[src/rtl/expr_sequencer.sv]
// expr_sequencer: shares one infix->postfix converter + postfix evaluator chain
// between two token requesters. The chain is locked to one requester for a
// whole expression (round-robin on contention). Tokens are forwarded one at a
// time with the converter STB/BUSY handshake, the end marker is issued, and the
// evaluator result (or a timeout error) is returned to the owner.
//
// Ports
//   CLK, RST          clock, synchronous active-low reset
//   REQ/GNT           per-requester slot request / one-hot grant
//   TOK_*             per-requester token stream, TOK_ACK pulses on capture
//   RES_*             shared result bus, RES_STB held per owner until RES_ACK
//   INPUT_SIGN/SIGN_STB, INPUT_NUMBER/NUMBER_STB, CONV_BUSY   converter side
//   EVAL_READY/EVAL_OUT                                       evaluator side
module expr_sequencer #(
    parameter int unsigned DATA_W = 8,
    parameter int unsigned RES_W  = 32,
    parameter int unsigned TMO    = 1024
) (
    input  logic                  CLK,
    input  logic                  RST,
    input  logic [1:0]            REQ,
    output logic [1:0]            GNT,
    input  logic [1:0]            TOK_STB,
    input  logic [1:0]            TOK_IS_SIGN,
    input  logic [2*DATA_W-1:0]   TOK_DATA,
    input  logic [1:0]            TOK_LAST,
    output logic [1:0]            TOK_ACK,
    output logic [RES_W-1:0]      RES_DATA,
    output logic                  RES_ERR,
    output logic [1:0]            RES_STB,
    input  logic [1:0]            RES_ACK,
    output logic [DATA_W-1:0]     INPUT_SIGN,
    output logic                  SIGN_STB,
    output logic [DATA_W-1:0]     INPUT_NUMBER,
    output logic                  NUMBER_STB,
    input  logic                  CONV_BUSY,
    input  logic                  EVAL_READY,
    input  logic [RES_W-1:0]      EVAL_OUT
);

    localparam int unsigned CNT_W = $clog2(TMO);
    localparam logic [CNT_W-1:0] CNT_LAST = CNT_W'(TMO - 1);

    typedef enum logic [2:0] {
        S_IDLE,
        S_FEED,
        S_ISSUE,
        S_FLUSH,
        S_WAIT_RES,
        S_RETURN
    } state_t;

    state_t              state_q, state_d;
    logic [1:0]          gnt_q, gnt_d;
    logic                rr_q, rr_d;
    logic [1:0]          tok_ack_q, tok_ack_d;
    logic                tok_is_sign_q, tok_is_sign_d;
    logic [DATA_W-1:0]   tok_data_q, tok_data_d;
    logic                tok_last_q, tok_last_d;
    logic                sign_stb_q, sign_stb_d;
    logic                number_stb_q, number_stb_d;
    logic [DATA_W-1:0]   input_sign_q, input_sign_d;
    logic [DATA_W-1:0]   input_number_q, input_number_d;
    logic [CNT_W-1:0]    cnt_q, cnt_d;
    logic [RES_W-1:0]    res_data_q, res_data_d;
    logic                res_err_q, res_err_d;
    logic [1:0]          res_stb_q, res_stb_d;

    logic                owner_c;
    logic                grant_idx_c;
    logic                stb_active_c;
    logic [DATA_W-1:0]   owner_data_c;

    // Owner index is the upper grant bit; only meaningful while granted.
    assign owner_c      = gnt_q[1];
    assign stb_active_c = sign_stb_q | number_stb_q;
    assign owner_data_c = owner_c ? TOK_DATA[DATA_W +: DATA_W] : TOK_DATA[0 +: DATA_W];

    // Next-state and output computation.
    always_comb begin
        state_d        = state_q;
        gnt_d          = gnt_q;
        rr_d           = rr_q;
        tok_ack_d      = 2'b00;
        tok_is_sign_d  = tok_is_sign_q;
        tok_data_d     = tok_data_q;
        tok_last_d     = tok_last_q;
        sign_stb_d     = sign_stb_q;
        number_stb_d   = number_stb_q;
        input_sign_d   = input_sign_q;
        input_number_d = input_number_q;
        cnt_d          = cnt_q;
        res_data_d     = res_data_q;
        res_err_d      = res_err_q;
        res_stb_d      = res_stb_q;
        grant_idx_c    = 1'b0;

        unique case (state_q)
            S_IDLE: begin
                if (|REQ) begin
                    // On contention the requester that did not win last time goes first.
                    grant_idx_c = (REQ == 2'b11) ? ~rr_q : REQ[1];
                    gnt_d       = grant_idx_c ? 2'b10 : 2'b01;
                    rr_d        = grant_idx_c;
                    state_d     = S_FEED;
                end
            end

            S_FEED: begin
                if (TOK_STB[owner_c]) begin
                    tok_is_sign_d = TOK_IS_SIGN[owner_c];
                    tok_data_d    = owner_data_c;
                    tok_last_d    = TOK_LAST[owner_c];
                    tok_ack_d     = owner_c ? 2'b10 : 2'b01;
                    state_d       = S_ISSUE;
                end
            end

            S_ISSUE: begin
                // Strobe is raised only once the converter is idle and held until it
                // reports BUSY, which is the converter's acknowledgement.
                if (stb_active_c) begin
                    if (CONV_BUSY) begin
                        sign_stb_d   = 1'b0;
                        number_stb_d = 1'b0;
                        state_d      = tok_last_q ? S_FLUSH : S_FEED;
                    end
                end else if (!CONV_BUSY) begin
                    if (tok_is_sign_q) begin
                        sign_stb_d   = 1'b1;
                        input_sign_d = tok_data_q;
                    end else begin
                        number_stb_d   = 1'b1;
                        input_number_d = tok_data_q;
                    end
                end
            end

            S_FLUSH: begin
                // End-of-expression marker: both strobes in the same cycle.
                if (stb_active_c) begin
                    if (CONV_BUSY) begin
                        sign_stb_d   = 1'b0;
                        number_stb_d = 1'b0;
                        cnt_d        = '0;
                        state_d      = S_WAIT_RES;
                    end
                end else if (!CONV_BUSY) begin
                    sign_stb_d   = 1'b1;
                    number_stb_d = 1'b1;
                end
            end

            S_WAIT_RES: begin
                // A ready result takes priority over a timeout in the same cycle.
                if (EVAL_READY) begin
                    res_data_d = EVAL_OUT;
                    res_err_d  = 1'b0;
                    res_stb_d  = gnt_q;
                    state_d    = S_RETURN;
                end else if (cnt_q == CNT_LAST) begin
                    res_data_d = '0;
                    res_err_d  = 1'b1;
                    res_stb_d  = gnt_q;
                    state_d    = S_RETURN;
                end else begin
                    cnt_d = cnt_q + CNT_W'(1);
                end
            end

            S_RETURN: begin
                if (|(RES_ACK & res_stb_q)) begin
                    res_stb_d = 2'b00;
                    gnt_d     = 2'b00;
                    state_d   = S_IDLE;
                end
            end

            default: begin
                state_d = S_IDLE;
            end
        endcase
    end

    // State and output registers.
    always_ff @(posedge CLK) begin
        if (!RST) begin
            state_q        <= S_IDLE;
            gnt_q          <= 2'b00;
            rr_q           <= 1'b1;
            tok_ack_q      <= 2'b00;
            tok_is_sign_q  <= 1'b0;
            tok_data_q     <= '0;
            tok_last_q     <= 1'b0;
            sign_stb_q     <= 1'b0;
            number_stb_q   <= 1'b0;
            input_sign_q   <= '0;
            input_number_q <= '0;
            cnt_q          <= '0;
            res_data_q     <= '0;
            res_err_q      <= 1'b0;
            res_stb_q      <= 2'b00;
        end else begin
            state_q        <= state_d;
            gnt_q          <= gnt_d;
            rr_q           <= rr_d;
            tok_ack_q      <= tok_ack_d;
            tok_is_sign_q  <= tok_is_sign_d;
            tok_data_q     <= tok_data_d;
            tok_last_q     <= tok_last_d;
            sign_stb_q     <= sign_stb_d;
            number_stb_q   <= number_stb_d;
            input_sign_q   <= input_sign_d;
            input_number_q <= input_number_d;
            cnt_q          <= cnt_d;
            res_data_q     <= res_data_d;
            res_err_q      <= res_err_d;
            res_stb_q      <= res_stb_d;
        end
    end

    assign GNT          = gnt_q;
    assign TOK_ACK      = tok_ack_q;
    assign RES_DATA     = res_data_q;
    assign RES_ERR      = res_err_q;
    assign RES_STB      = res_stb_q;
    assign INPUT_SIGN   = input_sign_q;
    assign SIGN_STB     = sign_stb_q;
    assign INPUT_NUMBER = input_number_q;
    assign NUMBER_STB   = number_stb_q;

endmodule
[config.mk]
export PLATFORM = sky130hd
export DESIGN_NAME = expr_sequencer
export DESIGN_NICKNAME = d
export VERILOG_FILES = /design/src/rtl/expr_sequencer.sv
export SDC_FILE = /design/constraint.sdc
export NUM_CORES = 1
export LEC_CHECK = 0
export ABC_CLOCK_PERIOD_IN_PS = 1900
export BUFFER_PORTS_ARGS = -buffer_cell sky130_fd_sc_hd__buf_2
export CAP_MARGIN = 20
export CORE_MARGIN = 2
export CORE_UTILIZATION = 44
export CTS_CLUSTER_DIAMETER = 40
export DETAILED_ROUTE_END_ITERATION = 6
export GPL_TIMING_DRIVEN = 0
export PLACE_DENSITY_LB_ADDON = 0.2
export RECOVER_POWER = 100
export SLEW_MARGIN = 20
export SYNTH_ARGS = -nofsm -noshare
export SYNTH_HDL_FRONTEND = slang
export SYNTH_SLANG_ARGS = --single-unit
[constraint.sdc]
create_clock -name CLK -period 1.9 [get_ports CLK]
set_clock_uncertainty 0.2 [all_clocks]
set_input_delay 0.095 -clock CLK [delete_from_list [all_inputs] [get_ports CLK]]
set_output_delay 0.095 -clock CLK [all_outputs]
set_load 0.005 [all_outputs]
== After elaboration in Yosys (flattened, before gate mapping) ==
Cells that the tools add are included.

* Add/subtract/negate cells: 1
* Magnitude comparators: 1
* Equality and inequality tests: 21
* Mux-type cells: 49
* Bitwise operators: 6
* Reductions and logical operators: 20

{| class="wikitable"
|+ Operator list
! operator !! count
|-
| $mux W32 || 2
|-
| $mux W10 || 4
|-
| $mux W3 || 9
|-
| $mux W1 || 20
|-
| $pmux W10 S2 || 1
|-
| $ne A2 B2 Y1 const B || 9
|-
| $pmux W3 S6 || 1
|-
| $reduce_and A4 Y1 || 4
|-
| $ne A3 B3 Y1 const B || 5
|-
| $mux W2 || 7
|-
| $add A10 B1 Y10 const B || 1
|-
| $eq A10 B10 Y1 const B || 1
|-
| $reduce_bool A2 Y1 || 5
|-
| $reduce_and A3 Y1 || 3
|-
| $mux W8 || 1
|-
| $pmux W2 S2 || 2
|-
| $reduce_and A8 Y1 || 1
|-
| $eq A3 B2 Y1 const B || 2
|-
| $eq A3 B3 Y1 const B || 2
|-
| $reduce_and A2 Y1 || 3
|-
| $reduce_and A5 Y1 || 1
|-
| $not A1 Y1 || 4
|-
| $pmux W1 S2 || 2
|-
| $reduce_or A2 Y1 || 2
|-
| other kinds (6) || 6
|}

* Register bits after elaboration: 81
* Bits of input ports: 62
* Output and inout bits: 57
* Word-level logic and storage cells: 113

== Logic depth before layout (Yosys ltp) ==
* Depth after elaboration: 5
* Mapped depth: 6
* Mapped depth without buffers: 5

== Least setup slack after synthesis ==
No wires, ideal clock.

* Path kind: reg-to-reg
* Start point: register cnt_q[0]
* End point: register res_stb_q[0] (netlist: RES_STB[0])
* Setup time: 0.125 ns
* Arrival: 1.563 ns
* Required time: 1.575 ns
* Setup slack: 0.012 ns
* Stages on the path, launching flop included: 7
* Buffers on the path: 1
* Period minus slack after synthesis: 1.888 ns
* Path through: dfxtp_1 > ha_1 > nand4_1 > o31ai_2 > buf_4 > o2111ai_2 > mux2i_1

* Cells in the longest elaborated chain, start to end: 3

{| class="wikitable"
|+ Ends and longest elaborated chain
! element !! line !! text
|-
| start: declaration || 64 || <nowiki>logic [CNT_W-1:0] cnt_q, cnt_d;</nowiki>
|-
| start signal: assignment || 215 || <nowiki>cnt_q <= cnt_d;</nowiki>
|-
| $eq A10 B10 Y1 || 161 || <nowiki>end else if (cnt_q == CNT_LAST) begin</nowiki>
|-
| $ne A3 B3 Y1 (no source line) || n/a ||
|-
| $reduce_and A3 Y1 (no source line) || n/a ||
|-
| end signal: assignment || 218 || <nowiki>res_stb_q <= res_stb_d;</nowiki>
|-
| end: declaration || 67 || <nowiki>logic [1:0] res_stb_q, res_stb_d;</nowiki>
|}

No other way between the ends.
A chain may end at the register's enable or synchronous reset.

== Worst setup path after layout ==
* Start point: register number_stb_q (netlist: NUMBER_STB)
* End point: register input_sign_q[0] (netlist: INPUT_SIGN[0])

* Cells in the longest elaborated chain, start to end: 3

{| class="wikitable"
|+ Ends and longest elaborated chain
! element !! line !! text
|-
| start: declaration || 61 || <nowiki>logic number_stb_q, number_stb_d;</nowiki>
|-
| start signal: assignment || 212 || <nowiki>number_stb_q <= number_stb_d;</nowiki>
|-
| $or A1 B1 Y1 || 76 || <nowiki>assign stb_active_c = sign_stb_q | number_stb_q;</nowiki>
|-
| $not A1 Y1 (no source line) || n/a ||
|-
| $reduce_and A4 Y1 (no source line) || n/a ||
|-
| end signal: assignment || 213 || <nowiki>input_sign_q <= input_sign_d;</nowiki>
|-
| end: declaration || 62 || <nowiki>logic [DATA_W-1:0] input_sign_q, input_sign_d;</nowiki>
|}

No other way between the ends.

==> flow_results.xml <==
<?xml version="1.0" encoding="UTF-8"?>
<metrics>
  <group name="place">
    <metric name="hpwlAfterDp" unit="microns">5790</metric>
    <metric name="io_buffers" unit="">117</metric>
    <metric name="dpl.cell_count" unit="">545</metric>
    <metric name="placement.setup.worst_slack" unit="ns">-0.282</metric>
    <metric name="post_dp_cell_area" unit="sq um">3990</metric>
    <metric name="globalplace.congestion" unit="">0.770</metric>
  </group>
  <group name="timing">
    <metric name="period_needed" unit="ns">1.95</metric>
    <metric name="final.hold.worst_slack" unit="ns">0.00906</metric>
    <metric name="timing.fmax" unit="GHz">0.513</metric>
    <metric name="final.period_utilization" unit="%">103</metric>
    <metric name="setup_total_negative_slack" unit="ns">-0.127</metric>
    <metric name="worstMarginPinSlew" unit="ns">0.557</metric>
    <metric name="finalHoldViolations" unit="">0</metric>
    <metric name="least_setup_slack_across_all_paths_after_layout" unit="ns">-0.0479</metric>
    <metric name="worst_slew_margin_rel" unit="%">62.8</metric>
    <metric name="setup_repair_after_global_routing_missed_its_margin" unit="">true</metric>
    <metric name="timing_max_transition_violations_final" unit="">0</metric>
    <metric name="finalSetupViolCount" unit="">5</metric>
  </group>
  <group name="run_status">
    <metric name="status" unit="">finished with violations</metric>
    <metric name="violated_checks" unit="">negative setup slack</metric>
  </group>
  <group name="synth">
    <metric name="synth_edf_count" unit="">0</metric>
    <metric name="number_of_synthesized_register_bits" unit="">81</metric>
    <metric name="ys_types" unit="">55</metric>
    <metric name="synth.top_cell.area_share" unit="%">49.5</metric>
    <metric name="post_synth_top_flop" unit="">sky130_fd_sc_hd__dfxtp_1</metric>
    <metric name="synth.yosys.warnings" unit="">0</metric>
    <metric name="synthCells" unit="">329</metric>
    <metric name="synth_nets" unit="">392</metric>
    <metric name="post_synthesis_mean_instance_area" unit="sq um">9.96</metric>
    <metric name="synth-async-reset-ratio" unit="%">0</metric>
    <metric name="synth-seq-area-share" unit="%">49.5</metric>
    <metric name="syn-cell-area" unit="sq um">3280</metric>
    <metric name="netlist_top_cells_area" unit="">sky130_fd_sc_hd__dfxtp_1, sky130_fd_sc_hd__mux2i_1, sky130_fd_sc_hd__a22o_1, sky130_fd_sc_hd__nor2_1, sky130_fd_sc_hd__a211oi_1</metric>
    <metric name="yosys.area.top_type" unit="">sky130_fd_sc_hd__dfxtp_1</metric>
  </group>
  <group name="finish">
    <metric name="postLayoutCellArea" unit="sq um">5130</metric>
    <metric name="syn2layout_area_growth" unit="%">56.5</metric>
    <metric name="fin_cells" unit="">635</metric>
    <metric name="antenna_cells_inserted" unit="">0</metric>
    <metric name="fin_nets" unit="">594</metric>
    <metric name="final_layout_size_suffix_gt1_share" unit="%">37.1</metric>
  </group>
  <group name="critical_path">
    <metric name="critPathArrivalTime" unit="ns">1.98</metric>
    <metric name="worst_setup_path_end_kind" unit="">register</metric>
    <metric name="setup.reg_to_reg.worst_slack" unit="ns">-0.05</metric>
    <metric name="setup.worst_path.start_class" unit="">register</metric>
    <metric name="setup.worst_path.class" unit="">reg2reg</metric>
    <metric name="timing.critical_path.from" unit="">NUMBER_STB</metric>
    <metric name="setup.worst_path.end" unit="">INPUT_SIGN[0]</metric>
    <metric name="regToRegStartpoint" unit="">NUMBER_STB</metric>
    <metric name="worstPathRequired" unit="ns">1.93</metric>
    <metric name="crit_path_max_fanout" unit="">8</metric>
    <metric name="rr_worst_depth" unit="">4</metric>
    <metric name="r2r-end" unit="">INPUT_SIGN[0]</metric>
  </group>
  <group name="routing">
    <metric name="viasPerCell" unit="">5.20</metric>
    <metric name="detailedRoute.firstPassIterationCount" unit="">4</metric>
    <metric name="postRouteWirelength" unit="microns">9650</metric>
    <metric name="wire_per_inst" unit="microns">15.2</metric>
    <metric name="detail_route.iter0.violations" unit="">170</metric>
    <metric name="vias" unit="">3303</metric>
    <metric name="remaining_drc_errors" unit="">0</metric>
    <metric name="detail-route-antenna-nets" unit="">0</metric>
  </group>
  <group name="floorplanning">
    <metric name="chipHeight" unit="microns">90.3</metric>
    <metric name="design.portCount" unit="">119</metric>
    <metric name="die_area" unit="sq um">8150</metric>
    <metric name="chipWidth" unit="microns">90.3</metric>
    <metric name="floorplan.initialDensity" unit="%">45.4</metric>
    <metric name="core_area" unit="sq um">7210</metric>
    <metric name="placementRows" unit="">31</metric>
  </group>
  <group name="clocking">
    <metric name="numCtsBuffers" unit="">9</metric>
    <metric name="clkSinkCount" unit="">81</metric>
    <metric name="tritoncts_clock_tree" unit="">done</metric>
    <metric name="cts_max_path_buffers" unit="">2</metric>
    <metric name="clk_pin_slew" unit="ns">0.09</metric>
    <metric name="worstSkewPairLatency" unit="ns">0.35</metric>
    <metric name="cts.root.buffer_cell" unit="">sky130_fd_sc_hd__clkbuf_8</metric>
    <metric name="ctsHtreeMaxLevel" unit="">3</metric>
  </group>
  <group name="grt">
    <metric name="grt.total_usage" unit="%">23.2</metric>
    <metric name="first_global_vias" unit="">3201</metric>
    <metric name="antenna_violations_before_repair" unit="">0</metric>
    <metric name="grt_busiest_layer" unit="">met2</metric>
    <metric name="grt_pass1_wl" unit="microns">15400</metric>
    <metric name="globalRouteOverflowTotal" unit="">0</metric>
    <metric name="grtUsageMet3" unit="%">6.76</metric>
    <metric name="met1_usage" unit="%">28.9</metric>
    <metric name="gr-usage-met2" unit="%">39.6</metric>
    <metric name="grt_start_max_net_pins" unit="">16</metric>
  </group>
  <group name="power_and_ir_drop">
    <metric name="ir_drop" unit="uV">837</metric>
    <metric name="leakagePower" unit="nW">2.23</metric>
    <metric name="power.density_cell_area" unit="nW/um^2">848</metric>
  </group>
  <group name="min_path">
    <metric name="hold_class" unit="">in2reg</metric>
  </group>
  <group name="run">
    <metric name="timing.max_cap.violations" unit="">0</metric>
  </group>
</metrics>
[cell type report]
| cell class | instances | area (sq um) |
|---|---|---|
| fillers | 547 | 2080 |
| repair buffers | 194 | 1320 |
| inverters | 7 | 26.3 |
| multi-input cells | 218 | 1680 |
| clock inverters | 7 | 52.6 |
| plain buffers | 20 | 155 |
| flip-flops and latches | 81 | 1650 |
| well taps | 99 | 124 |
| clock buffers | 9 | 124 |
[how the worst min path moves through the flow]
stage | endpoint | from | cells past startpoint | slack (ns)
after floorplan | RES_DATA[10] | EVAL_OUT[10] | 1 | 0.03
after global placement | RES_DATA[9] | EVAL_OUT[9] | 2 | 0.11
after detailed placement | RES_DATA[29] | EVAL_OUT[29] | 2 | 0.12
after CTS | cnt_q[9] | RST | 3 | -0.05
after global routing | cnt_q[9] | RST | 3 | 0.03
final | cnt_q[9] | RST | 3 | 0.009
[kinds of logic after synthesis]
| kind of cell | Yosys count | share of synthesized area [%] |
|---|---|---|
| compound gates | 85 | 20.0 |
| fa+ha+maj | 1 | 0.382 |
| buf+inv | 30 | 4.31 |
| flops | 81 | 49.5 |
| mux | 31 | 9.47 |
| simple gates | 101 | 16.3 |
[synth_stat cells (4+ instances only)]
library cell               instances
sky130_fd_sc_hd__nor2_1           34
sky130_fd_sc_hd__nand3_1          11
sky130_fd_sc_hd__clkbuf_1         10
sky130_fd_sc_hd__nand4_1           4
sky130_fd_sc_hd__nor3_1            6
sky130_fd_sc_hd__nand2b_1          4
sky130_fd_sc_hd__a21oi_1          12
sky130_fd_sc_hd__a22o_1           33
sky130_fd_sc_hd__o21ai_1           4
sky130_fd_sc_hd__inv_1             6
sky130_fd_sc_hd__dfxtp_1          81
sky130_fd_sc_hd__nand2_1          20
sky130_fd_sc_hd__o21ai_0           7
sky130_fd_sc_hd__buf_2             8
sky130_fd_sc_hd__a211oi_1         11
sky130_fd_sc_hd__mux2i_1          31
[placed cells by master (no fill, tap or decap), types with 11 or more instances in the layout]
cell type	synthesis	routed
sky130_fd_sc_hd__a211oi_1	11	11
sky130_fd_sc_hd__a21oi_1	12	11
sky130_fd_sc_hd__a22o_1	33	33
sky130_fd_sc_hd__buf_2	8	111
sky130_fd_sc_hd__buf_4	1	17
sky130_fd_sc_hd__buf_6	2	11
sky130_fd_sc_hd__clkbuf_1	10	12
sky130_fd_sc_hd__dfxtp_1	81	72
sky130_fd_sc_hd__dlygate4sd3_1	0	57
sky130_fd_sc_hd__mux2i_1	31	29
sky130_fd_sc_hd__nand2_1	20	19
sky130_fd_sc_hd__nor2_1	34	34
[flip-flops by register name, indices dropped and copies added, names as in the netlist, 2 cells and up]
register      flops
INPUT_SIGN        8
GNT               2
RES_STB           2
RES_DATA         32
cnt_q            10
state_q           3
tok_data_q        8
INPUT_NUMBER      8
TOK_ACK           2
[critical path, stage by stage, from the launching register on]
cell,delay (ns)
sky130_fd_sc_hd__dfxtp_4,0.35
sky130_fd_sc_hd__or4_4,0.55
sky130_fd_sc_hd__or3_4,0.44
sky130_fd_sc_hd__mux2i_2,0.22
sky130_fd_sc_hd__nor2_1,0.06
[per-layer routing]
metal | share of wire [%] | wire, microns
met1 | 44 | 4220
met4 | 0.93 | 90
met3 | 6.0 | 579
met5 | 0 | 0
met2 | 49 | 4760
[where the power goes]
group	switching [W]	internal, W	leakage [nW]
clock network	0.000670	0.000486	0.0904
registers	0.000113	0.00184	0.660
logic	0.000605	0.000636	1.48
[through the flow]
stage,power (W),utilization (%)
floorplan,0.00258,-
detailed placement,0.00285,55.3
global route,0.00458,71.1
finish,0.00435,71.1
CTS,0.00418,68.1
global placement,0.00283,55.3
[what timing repair did]
action                                 CTS  global route
gates resized for setup                 26            56
endpoints found under the hold margin   50             0
hold buffers                            58             0
setup buffers                           10            10
setup endpoints to repair               71            69
gates cloned                             1             0
pin swaps                                5            12
No activity file was read; power rests on OpenSTA's default activity.
